===== config.mk =====
export PLATFORM = sky130hd
export DESIGN_NAME = mmio_read_responder
export DESIGN_NICKNAME = d
export VERILOG_FILES = /design/src/rtl/mmio_read_responder.sv
export SDC_FILE = /design/constraint.sdc
export NUM_CORES = 1
export LEC_CHECK = 0
export BUFFER_PORTS_ARGS = -buffer_cell sky130_fd_sc_hd__buf_4
export CORE_MARGIN = 3
export CORE_UTILIZATION = 41
export DETAILED_ROUTE_END_ITERATION = 7
export PLACE_DENSITY_LB_ADDON = 0.08
export SETUP_SLACK_MARGIN = 0.5
export SLEW_MARGIN = 20
export SYNTH_ARGS = -nofsm -noshare
export SYNTH_HDL_FRONTEND = slang
export SYNTH_SLANG_ARGS = --single-unit

===== constraint.sdc =====
create_clock -name clk -period 2.5 [get_ports clk]
set_input_delay 0.625 -clock clk [delete_from_list [all_inputs] [get_ports clk]]
set_output_delay 0.625 -clock clk [all_outputs]
set_load 0.005 [all_outputs]

===== src/rtl/mmio_read_responder.sv =====
// mmio_read_responder
//   Read-return side of the MMIO bus. Accepts one CPU load at a time and routes it
//   by the top two address bits: 00 data memory, 01 LED register, 10 switches,
//   11 unmapped. It waits out the data-memory latency, synchronises the raw switch
//   pins, and returns the read data on a valid/ready response channel.
//
//   State  | meaning
//   -------+---------------------------------------------------------------
//   IDLE   | ready for a request; mem_re may fire combinationally
//   MEM_WAIT | memory read in flight; cnt_q counts down to the sample edge
//   RESP   | response presented; held until rsp_ready
//
// Ports
//   clk, rst                 clock, asynchronous active-high reset
//   req_valid/req_ready      request handshake, req_addr read address
//   mem_re, mem_rdata        data-memory read strobe and returned data
//   led_state, switch_in     LED register contents, raw switch pins
//   rsp_valid/rsp_ready      response handshake, rsp_data / rsp_err payload
module mmio_read_responder #(
  parameter int                    OPERAND_LENGTH = 31,
  parameter int                    MEM_LATENCY    = 1,
  parameter int                    LED_WIDTH      = 16,
  parameter int                    SW_WIDTH       = 16,
  parameter logic [OPERAND_LENGTH:0] ERR_VALUE    = 32'hDEADBEEF
) (
  input  logic                    clk,
  input  logic                    rst,
  input  logic                    req_valid,
  output logic                    req_ready,
  input  logic [OPERAND_LENGTH:0] req_addr,
  output logic                    mem_re,
  input  logic [OPERAND_LENGTH:0] mem_rdata,
  input  logic [LED_WIDTH-1:0]    led_state,
  input  logic [SW_WIDTH-1:0]     switch_in,
  output logic                    rsp_valid,
  input  logic                    rsp_ready,
  output logic [OPERAND_LENGTH:0] rsp_data,
  output logic                    rsp_err
);

  localparam logic [1:0] IDLE     = 2'd0;
  localparam logic [1:0] MEM_WAIT = 2'd1;
  localparam logic [1:0] RESP     = 2'd2;

  // Counter starts at LATENCY-1 on the accept edge so that the sample happens
  // exactly MEM_LATENCY edges after accept.
  localparam logic [3:0] CNT_INIT = 4'(MEM_LATENCY - 1);

  logic [1:0]              state_q, state_d;
  logic [3:0]              cnt_q, cnt_d;
  logic [OPERAND_LENGTH:0] rsp_data_q, rsp_data_d;
  logic                    rsp_err_q, rsp_err_d;
  logic [SW_WIDTH-1:0]     sw_meta_q, sw_meta_d;
  logic [SW_WIDTH-1:0]     sw_sync_q, sw_sync_d;

  logic [1:0] addr_top;
  logic       accept;
  logic       unused_addr;

  assign addr_top    = req_addr[OPERAND_LENGTH:OPERAND_LENGTH-1];
  assign unused_addr = ^req_addr[OPERAND_LENGTH-2:0];

  assign req_ready = (state_q == IDLE);
  assign accept    = req_valid & req_ready;
  assign mem_re    = accept & (addr_top == 2'b00);
  assign rsp_valid = (state_q == RESP);
  assign rsp_data  = rsp_data_q;
  assign rsp_err   = rsp_err_q;

  always_comb begin
    sw_meta_d  = switch_in;
    sw_sync_d  = sw_meta_q;
    state_d    = state_q;
    cnt_d      = cnt_q;
    rsp_data_d = rsp_data_q;
    rsp_err_d  = rsp_err_q;

    case (state_q)
      IDLE: begin
        if (accept) begin
          case (addr_top)
            2'b00: begin
              state_d = MEM_WAIT;
              cnt_d   = CNT_INIT;
            end
            2'b01: begin
              state_d                     = RESP;
              rsp_data_d                  = '0;
              rsp_data_d[LED_WIDTH-1:0]   = led_state;
              rsp_err_d                   = 1'b0;
            end
            2'b10: begin
              state_d                     = RESP;
              rsp_data_d                  = '0;
              rsp_data_d[SW_WIDTH-1:0]    = sw_sync_q;
              rsp_err_d                   = 1'b0;
            end
            default: begin
              state_d    = RESP;
              rsp_data_d = ERR_VALUE;
              rsp_err_d  = 1'b1;
            end
          endcase
        end
      end
      MEM_WAIT: begin
        if (cnt_q == 4'd0) begin
          state_d    = RESP;
          rsp_data_d = mem_rdata;
          rsp_err_d  = 1'b0;
        end else begin
          cnt_d = cnt_q - 4'd1;
        end
      end
      RESP: begin
        if (rsp_ready) state_d = IDLE;
      end
      default: state_d = IDLE;
    endcase
  end

  always_ff @(posedge clk or posedge rst) begin
    if (rst) begin
      state_q    <= IDLE;
      cnt_q      <= 4'd0;
      rsp_data_q <= '0;
      rsp_err_q  <= 1'b0;
      sw_meta_q  <= '0;
      sw_sync_q  <= '0;
    end else begin
      state_q    <= state_d;
      cnt_q      <= cnt_d;
      rsp_data_q <= rsp_data_d;
      rsp_err_q  <= rsp_err_d;
      sw_meta_q  <= sw_meta_d;
      sw_sync_q  <= sw_sync_d;
    end
  end

endmodule


== After elaboration in Yosys (flattened, before gate mapping) ==
Index checks and enable logic that the tools add are counted.

* Multiplexer cells: 17
* Eq/ne operators: 10
* Reductions and logical operators: 8
* Bitwise logic cells: 2
* Add/subtract/negate cells: 1

{| class="wikitable"
|+ Operator list
! cell !! number
|-
| one-hot mux 32 bit (3 select lines) || 1
|-
| two-way mux 32 bit || 2
|-
| one-hot mux 32 bit (2 select lines) || 1
|-
| two-way mux 4 bit || 3
|-
| two-way mux 2 bit || 4
|-
| one-hot mux 4 bit (2 select lines) || 1
|-
| AND reduction 4 bit || 2
|-
| != test 2 x 1 -> 1 bit (second input constant) || 3
|-
| != test 2 bit (second input constant) || 3
|-
| one-hot mux 2 bit (3 select lines) || 1
|-
| equality test 2 x 1 -> 1 bit (second input constant) || 2
|-
| equality test 2 bit (second input constant) || 2
|-
| logical NOT 2 bit || 2
|-
| logical NOT 4 bit || 1
|-
| one-hot mux 1 bit (2 select lines) || 2
|-
| subtractor 4 x 1 -> 4 bit (second input constant) || 1
|-
| AND reduction 3 bit || 1
|-
| bitwise AND 1 bit || 2
|-
| two-way mux 1 bit || 2
|-
| nonzero test 2 bit || 1
|-
| OR reduction 2 bit || 1
|}

* Flip-flop bits (word level): 71
* Output and inout bits: 36

== Logic depth before layout (Yosys ltp) ==
Gate-level depths: netlist of run 1.

* Word-level depth: 5
* Depth in mapped cells: 7
* Depth with buffers taken out: 6

== Least setup slack after synthesis of run 1 ==
Ideal clock, no wire load.

* Path kind: register -> register
* Start point: reg cnt_q[0]
* End point: reg rsp_data_q[3] (netlist: rsp_data[3])
* Period minus slack after synthesis: 1.974 ns
* Required time: 2.372 ns
* Arrival time: 1.846 ns
* Stages on the path, launching flop included: 8
* Setup slack: 0.526 ns
* Cell sequence: dfrtp_1 -> inv_1 -> ha_1 -> nor3b_1 -> nor2_2 -> nor3_4 -> buf_6 -> mux2_1

* Word-level cells in the longest chain between the ends: 3

{| class="wikitable"
|+ RTL lines
! item !! RTL line !! text
|-
| start: declaration || 50 || <nowiki>logic [3:0] cnt_q, cnt_d;</nowiki>
|-
| start signal: assignment || 132 || <nowiki>cnt_q <= cnt_d;</nowiki>
|-
| logical NOT 4 bit || 107 || <nowiki>if (cnt_q == 4'd0) begin</nowiki>
|-
| != test 2 bit (no line) || n/a ||
|-
| AND reduction 4 bit (no line) || n/a ||
|-
| end signal: assignment || 133 || <nowiki>rsp_data_q <= rsp_data_d;</nowiki>
|-
| end: declaration || 51 || <nowiki>logic [OPERAND_LENGTH:0] rsp_data_q, rsp_data_d;</nowiki>
|}

Every way passes these cells.
A chain may end at the register's enable or synchronous reset.

== Final worst setup path of run 1 ==
* Start point: reg cnt_q[0]
* End point: reg rsp_data_q[9] (netlist: rsp_data[9])

The elaborated chain is that of the path after synthesis.

==> flow_summary.ini, run 1 <==
[global_route]
grt_max_degree = 72
grt_pass1_wl_um = 9798
gr-total-overflow = 0
first_global_vias = 2108
antenna_found_initial = 0
grtUsageTotal_pct = 16.51

[power_and_ir_drop]
leakagePower_nw = 2.001
powerDensity_nw_per_um2 = 1063
peakVddDrop_uv = 501.9
combPwrFrac_pct = 38.5
switching_power_mw = 1.272
p_int_mw = 3.082
pwr-share-seq_pct = 38.1
power_frac_clock_pct = 23.3
design_power_total_mw = 4.355
netSwitchingFraction_pct = 29.22

[floorplan]
fp.dieH_um = 89.36
rows = 29
io-pin-count = 136
core_um2 = 6531
dieArea_um2 = 7985
start_util_pct = 43.62
die_x_um = 89.36

[timing]
relSlewSlack_pct = 56.09
fin_skew_ps = 9.230
fin_crit_sh_pct = 77.53
setup_viol = 0
worst-slew-pin-transition_ps = 658.7
slew_violations = 0
hold_viol_final = 0
tns_ps = 0
whs_ps = 348.9
timing.fmax_ghz = 0.5159
rsz0062_at_grt = no
fin_crit_ps = 1938

[min_path]
holdPathStages = 0
hold_class = reg2reg
min_from = sw_meta_q[11]
min_to = sw_sync_q[11]

[clock_network]
clk_path_buf_depth = 2
root_buffer = clkbuf_8
cts_tree = done
htreeDepth = 3
hold_buffers = 0
cts_inserted_buffers = 9
worstSkewPairLatency_ps = 340
clock-sinks = 71
path_clk_slew_ps = 70

[routing]
dr.pass1.iters = 4
drt_iter0_drc = 75
wire_per_inst_um = 15.14
dr_total_vias = 2153
drc = 0
finalWirelength_um = 6603
vias_per_cell = 4.938
ant_nets = 0

[run]
max_cap_viol_count = 0

[synthesis]
ys.warnings.count = 0
synth-seq-cells = 71
syn-num-nets = 341
synth_cell_types = 29
syn_area_um2 = 2849
seq_area_frac_synth_pct = 62.36
avgSynthCellArea_um2 = 12.07
synthCells = 236

[cells_and_area]
utilization_pct = 62.74
antennaDiodeCount = 0
fill_cells = 556
layout-drive-gt1-share_pct = 42.34
areaGrowthSynthToFinish_pct = 43.83
nets = 459
postLayoutCellArea_um2 = 4098

[worst_setup_path]
cp_data_required_time_ps = 2720
arrival_ps = 2160
critPathLaunchType = flip-flop
r2r_end = rsp_data[9]
end_kind = flip-flop
crit-reg2reg-launch = cnt_q[0]
path_max_fanout = 8
criticalPathCategory = reg2reg
reg2reg_depth = 8
rrSetupSlack_ps = 560

[placement]
globalplace.congestion = 0.7867
placed_area_um2 = 3750
io_buffer_count = 105
place_hpwl_um = 4474

[outcome]
outcome = completed
[layout make-up]
type                            count  area [µm²]  share of cell area [%]
Clock inverter                      3       65.06                   1.588
Sequential cell                    71        1777                   43.36
Multi-Input combinational cell    129       924.6                   22.56
Clock buffer                       13       158.9                   3.878
Timing Repair Buffer              120       985.9                   24.06
Tap cell                           77       96.34                   2.351
Inverter                           23       90.09                   2.198
[metrics by stage]
stage / instances / worst slack (ps)
2_1_floorplan: 236 / 526.2
3_3_place_gp: 413 / 358.1
3_5_place_dp: 413 / 352.6
4_1_cts: 430 / 514.1
5_1_grt: 436 / 464.9
6_report: 436 / 561.7
[worst max-delay path, cell delays in order, from the launching register on]
cell,delay [ps]
dfrtp_1,400
inv_1,90
ha_1,180
nor3b_4,250
nor2_2,100
nor3_4,160
buf_4,170
clkbuf_16,150
mux2_2,320
[cell usage after synthesis, drive strengths merged]
cell	count	area [µm²]
nor3b	1	7.510
inv	23	86.33
nor3	1	16.27
nand2	10	37.54
o32ai	1	8.760
a21o	2	15.01
nand2b	1	6.260
or2	1	6.260
a22o	1	8.760
clkbuf	7	26.28
mux2i	16	160.2
mux2	17	191.4
nor2	18	70.07
and2	1	6.260
dfrtp	71	1777
or3	1	6.260
nor2b	2	12.51
a21oi	28	140.1
o21ai	5	25.02
nor4	1	6.260
and3	1	6.260
a22oi	16	120.1
buf	6	46.28
ha	5	62.56
[logic make-up (layout without fill, tap and decap cells)]
family	after synthesis	in the layout	synth area share [%]
compound gates	53	53	11.15
simple gates	38	38	6.369
flops	71	71	62.36
mux	33	33	12.34
fa+ha+maj	5	5	2.196
buf+inv	36	159	5.577
[sequential cells by signal, summed over array words and instances, names as in the netlist]
register,cells
rsp_data,32
cnt_q,4
state_q,2
sw_meta_q,16
sw_sync_q,16
rsp_err,1
[cell usage in the layout, fill, tap and decap left out, types with 4 or more instances in the layout]
master / Yosys / routed
buf_4: 2 / 115
nand2_1: 10 / 10
mux2i_1: 16 / 16
ha_1: 5 / 5
o21ai_0: 5 / 5
a22oi_1: 16 / 16
clkbuf_8: 0 / 11
inv_1: 23 / 22
mux2_2: 13 / 13
mux2_1: 4 / 4
a21oi_1: 28 / 28
nor2_1: 17 / 17
dfrtp_1: 71 / 71
[power groups by stage]
stage	Clock [mW]	Sequential [mW]	Combinational [mW]
after floorplan	0	1.67	0.787
after global placement	0	1.67	1.47
after detailed placement	0	1.68	1.50
after CTS	1.05	1.66	1.57
after global routing	1.09	1.70	1.85
final	1.02	1.66	1.68
[worst max-delay path by stage]
stage                       startpoint           end  slack (ps)  cells after the start
after floorplan               cnt_q[0]   rsp_data[3]         530                      7
after global placement    req_addr[30]  rsp_data[12]         360                      7
after detailed placement      cnt_q[0]   rsp_data[7]         350                      7
after CTS                     cnt_q[0]  rsp_data[22]         510                      7
after global routing          cnt_q[0]   rsp_data[4]         460                      8
final                         cnt_q[0]   rsp_data[9]         560                      8
[layer usage]
layer	wire, µm	global-route usage (%)	vias to the layer above
met3	461	6.544	6
met5	0	0	-
li1	-	-	1029
met2	3311	26.32	66
met4	57	6.089	0
met1	2772	20.35	1052
[timing repair]
action / 4_1_cts / 5_1_grt
resized for setup: 1 / 1
endpoints found under the setup margin: 18 / 33
cloned: 1 / 2
setup buffers: 0 / 4
pin swaps: 0 / 1
No activity file was read; power rests on OpenSTA's default activity.
==> run 2: changes to the inputs <==
CORE_UTILIZATION = 46   (was 41)
clock period = 2 ns   (was 2.5 ns; I/O delays follow)
==> run 2 against run 1 <==
Critical path depth stayed put; register-to-register slack worse by 410 ps; first-iteration DRC count is 4.0% higher; clock power is 23% higher; largest cell class unchanged.
==> flow_summary.ini, run 2 (synthesis gave the netlist of run 1 again) <==
[routing]
wire_per_inst_um = 15.60
dr.pass1.iters = 4
ant_nets = 0
drc = 0
dr_total_vias = 2230
finalWirelength_um = 7006
drt_iter0_drc = 78
vias_per_cell = 4.967

[floorplan]
die_x_um = 84.70
dieArea_um2 = 7174
start_util_pct = 47.84
core_um2 = 5956
io-pin-count = 136
rows = 28
fp.dieH_um = 84.70

[worst_setup_path]
cp_data_required_time_ps = 2230
critPathLaunchType = flip-flop
path_max_fanout = 5
end_kind = flip-flop
r2r_end = rsp_data[5]
criticalPathCategory = reg2reg
crit-reg2reg-launch = cnt_q[0]
rrSetupSlack_ps = 150
crit_path_start = cnt_q[0]
arrival_ps = 2070
reg2reg_depth = 8

[clock_network]
clock-sinks = 71
clk_path_buf_depth = 2
root_buffer = clkbuf_8
cts_tree = done
hold_buffers = 0
cts_inserted_buffers = 9
worstSkewPairLatency_ps = 340
path_clk_slew_ps = 70
htreeDepth = 3

[run]
max_cap_viol_count = 0

[power_and_ir_drop]
powerDensity_nw_per_um2 = 1364
peakVddDrop_uv = 719.8
leakagePower_nw = 2.139

[cells_and_area]
postLayoutCellArea_um2 = 4317
largest_reg_flops = 32
layout_common_cells = 124 x buf_4, 70 x dfrtp_1, 27 x a21oi_1
layout-drive-gt1-share_pct = 48.66
antennaDiodeCount = 0
areaGrowthSynthToFinish_pct = 51.52
utilization_pct = 72.48
nets = 475
final_common_cell = buf_4

[placement]
placed_area_um2 = 3826
place_hpwl_um = 4843
pre_cts_slack_ps = 1.579
globalplace.congestion = 0.7597
io_buffer_count = 105

[global_route]
first_global_vias = 2263
antenna_found_initial = 0
grt_max_degree = 26
grt_pass1_wl_um = 11060
grtUsageTotal_pct = 20.13
gr-total-overflow = 0

[timing]
setup_viol = 0
worst-slew-pin-transition_ps = 704.5
setup_slack_ps = 150.4
fin_crit_sh_pct = 92.48
fin_skew_ps = 6.120
fin_crit_ps = 1850
relSlewSlack_pct = 53.04
tns_ps = 0
timing.fmax_ghz = 0.5407
slew_violations = 0
rsz0062_at_grt = yes
hold_viol_final = 0

[outcome]
outcome = completed

[min_path]
hold_class = in2async
-- run 2: changes by cell type in the layout (fill, tap and decap cells not counted), moves of 4 or more --
cell and change:
buf_4 +9, buf_6 +7, mux2_1 -4, mux2_2 -13, mux2_4 +17
-- run 2: final cells by class --
cell class / instances / area (µm²)
Inverter: 23 / 90.09
Tap cell: 75 / 93.84
Clock inverter: 5 / 82.58
Multi-Input combinational cell: 129 / 1030
Clock buffer: 10 / 137.6
Timing Repair Buffer: 136 / 1105
Fill cell: 435 / 1639
Sequential cell: 71 / 1778
-- run 2: worst max path at each step --
stage / to / slack, ps / cells after the start
6_report: rsp_data[5] / 150 / 8
5_1_grt: rsp_data[29] / 70 / 9
4_1_cts: rsp_data[27] / 100 / 9
3_5_place_dp: rsp_data[9] / 2 / 8
3_3_place_gp: rsp_data[9] / 20 / 8
2_1_floorplan: rsp_data[4] / 200 / 7
-- run 2: power by group --
| group | internal (mW) | leakage (nW) | total (mW) | switching, mW |
|---|---|---|---|---|
| clock network | 0.731 | 0.112 | 1.25 | 0.515 |
| registers | 1.84 | 0.842 | 2.07 | 0.237 |
| logic | 1.56 | 1.18 | 2.57 | 1.01 |
-- run 2: what timing repair did --
| item | 4_1_cts | 5_1_grt |
|---|---|---|
| endpoints found under the hold margin | 0 | 0 |
| setup endpoints to repair | 39 | 39 |
| gates cloned | 0 | 0 |
| pin swaps | 3 | 3 |
| setup buffers | 13 | 4 |
| gates resized for setup | 28 | 11 |
-- run 2: stage by stage --
stage	cells	power (mW)	hold WS, ps
CTS	445	5.747	231.3
global placement	417	4.028	331.6
finish	449	5.888	222.8
floorplan	236	3.111	331.2
detailed placement	417	4.094	334.7
global route	449	6.237	233.6
-- run 2: per-layer routing --
layer | GRT usage [%] | wire, µm | up-vias
met5 | 0 | 0 | -
met4 | 8.633 | 99 | 0
met3 | 5.888 | 390 | 9
met2 | 33.17 | 3577 | 71
met1 | 24.72 | 2938 | 1088
li1 | - | - | 1062
-- run 2: worst max-delay path, cell delays in order, from the launching register on --
cell and delay [ps]:
dfrtp_1 390, inv_2 80, ha_4 130, nor3b_4 230, nor2_4 70, nor3_4 280
buf_6 150, buf_12 100, mux2_4 290
==> run 3: changes to the inputs <==
BUFFER_PORTS_ARGS = -buffer_cell sky130_fd_sc_hd__buf_2   (was -buffer_cell sky130_fd_sc_hd__buf_4)
==> run 3 against run 2 <==
Final cell count grew 0.22%; clock power about the same; worst hold slack worse by 9.4 ps; global-route usage decreased by 0.24 points; flip-flop and latch count did not move; register-to-register slack better by 80 ps; first-iteration DRC count down 7.7%; largest cell class unchanged; largest power group unchanged.
==> flow_summary.ini, run 3 (synthesis gave the netlist of run 1 again) <==
[outcome]
outcome = completed

[timing]
tns_ps = 0
hold_viol_final = 0
slew_violations = 0
whs_ps = 213.4
relSlewSlack_pct = 44.17
setup_viol = 0
fin_crit_ps = 1768
setup_slack_ps = 231.5
rsz0062_at_grt = yes
fin_crit_sh_pct = 88.42
timing.fmax_ghz = 0.5655
worst-slew-pin-transition_ps = 834.3
fin_skew_ps = 9.200

[worst_setup_path]
crit-reg2reg-launch = cnt_q[1]
r2r_end = rsp_data[11]
criticalPathCategory = reg2reg
worstPathCellList = inv_2 > ha_4 > nor3b_4 > nor2_4 > nor3_4 > buf_6 > buf_12 > mux2_4
reg2reg_depth = 8
crit_path_end = rsp_data[11]
critPathLaunchType = flip-flop
end_kind = flip-flop
arrival_ps = 2000
cp_data_required_time_ps = 2230
path_max_fanout = 7
cp_slowest_cell = dfrtp_1
crit_path_start = cnt_q[1]
rrSetupSlack_ps = 230
critical-path-max-stage-delay_ps = 390

[routing]
vias_per_cell = 4.922
ant_nets = 0
wire_per_inst_um = 15.22
drt_iter0_drc = 72
finalWirelength_um = 6847
drc = 0
dr_total_vias = 2215
dr.pass1.iters = 4

[cells_and_area]
areaGrowthSynthToFinish_pct = 44.97
nets = 475
antennaDiodeCount = 0
fin_cells = 450
utilization_pct = 69.35
largest_reg_flops = 32
layout-drive-gt1-share_pct = 49.07
layout_common_cells = 105 x buf_2, 70 x dfrtp_1, 26 x a21oi_1
fill_cells = 452
final_common_cell = buf_2
postLayoutCellArea_um2 = 4130

[floorplan]
dieArea_um2 = 7174
io-pin-count = 136
rows = 28
die_x_um = 84.70
core_um2 = 5956
fp.dieH_um = 84.70
start_util_pct = 47.84

[clock_network]
root_buffer = clkbuf_8
worstSkewPairLatency_ps = 340
path_clk_slew_ps = 70
clock-sinks = 71
cts_tree = done
cts_inserted_buffers = 9
clk_path_buf_depth = 2
hold_buffers = 0
htreeDepth = 3

[global_route]
grtUsageTotal_pct = 19.90
antenna_found_initial = 0
first_global_vias = 2250
grt_pass1_wl_um = 11030
grt_max_degree = 27
gr-total-overflow = 0

[min_path]
hold_class = in2async

[placement]
globalplace.congestion = 0.8348
io_buffer_count = 105
place_hpwl_um = 4504
placed_area_um2 = 3553
pre_cts_slack_ps = -22.93
place_inst = 414

[power_and_ir_drop]
design_power_total_mw = 5.828
peakVddDrop_uv = 729.5
powerDensity_nw_per_um2 = 1411
leakagePower_nw = 2.070

[run]
max_cap_viol_count = 0
-- run 3: cell count changes in the layout (fill, tap and decap cells not counted), sizes merged --
cell and change:
clkinv -2, clkinvlp +2, inv +1
-- run 3: area by class of cell --
type / count / area [µm²] / share of cell area (%)
inverter: 23 / 90.09 / 2.181
tap: 75 / 93.84 / 2.272
clock inverter: 6 / 92.59 / 2.242
multi-input combinational: 129 / 1041 / 25.20
sequential: 71 / 1778 / 43.05
timing repair buffer: 136 / 897.1 / 21.72
clock buffer: 10 / 137.6 / 3.332
-- run 3: worst min-delay path by stage --
stage	start	end	slack [ps]	cells past startpoint
6_report	rst	rsp_data[20]	210	2
5_1_grt	rst	rsp_data[20]	240	2
4_1_cts	rst	rsp_data[20]	210	2
3_5_place_dp	sw_meta_q[10]	sw_sync_q[10]	330	0
3_3_place_gp	sw_meta_q[5]	sw_sync_q[5]	330	0
2_1_floorplan	sw_meta_q[0]	sw_sync_q[0]	330	0
-- run 3: where the power goes --
part	total [mW]	internal (mW)	switching [mW]
Clock	1.28	0.742	0.542
Sequential	2.06	1.83	0.222
Combinational	2.49	1.45	1.04
-- run 3: critical path: cells and delay by family, from the launching register on --
family        cells  cell delay (ps)
flops             1              390
fa+ha+maj         1              130
buf+inv           3              390
mux               1              300
simple gates      3              440
-- run 3: metal layers --
metal	part of all wire [%]	GRT usage, %	wire length, µm	vias up
met5	0	0	0	-
met4	2.0	9.640	140	0
met3	5.7	4.122	389	11
met2	50	31.32	3395	69
met1	43	26.38	2921	1070
li1	-	-	-	1065
-- run 3: timing repair --
item                                    4_1_cts  5_1_grt
endpoints found under the hold margin         0        0
setup buffers                                11        7
endpoints found under the setup margin       37       40
cloned                                        2        0
gates resized for setup                      27       19
pin swaps                                     3        3
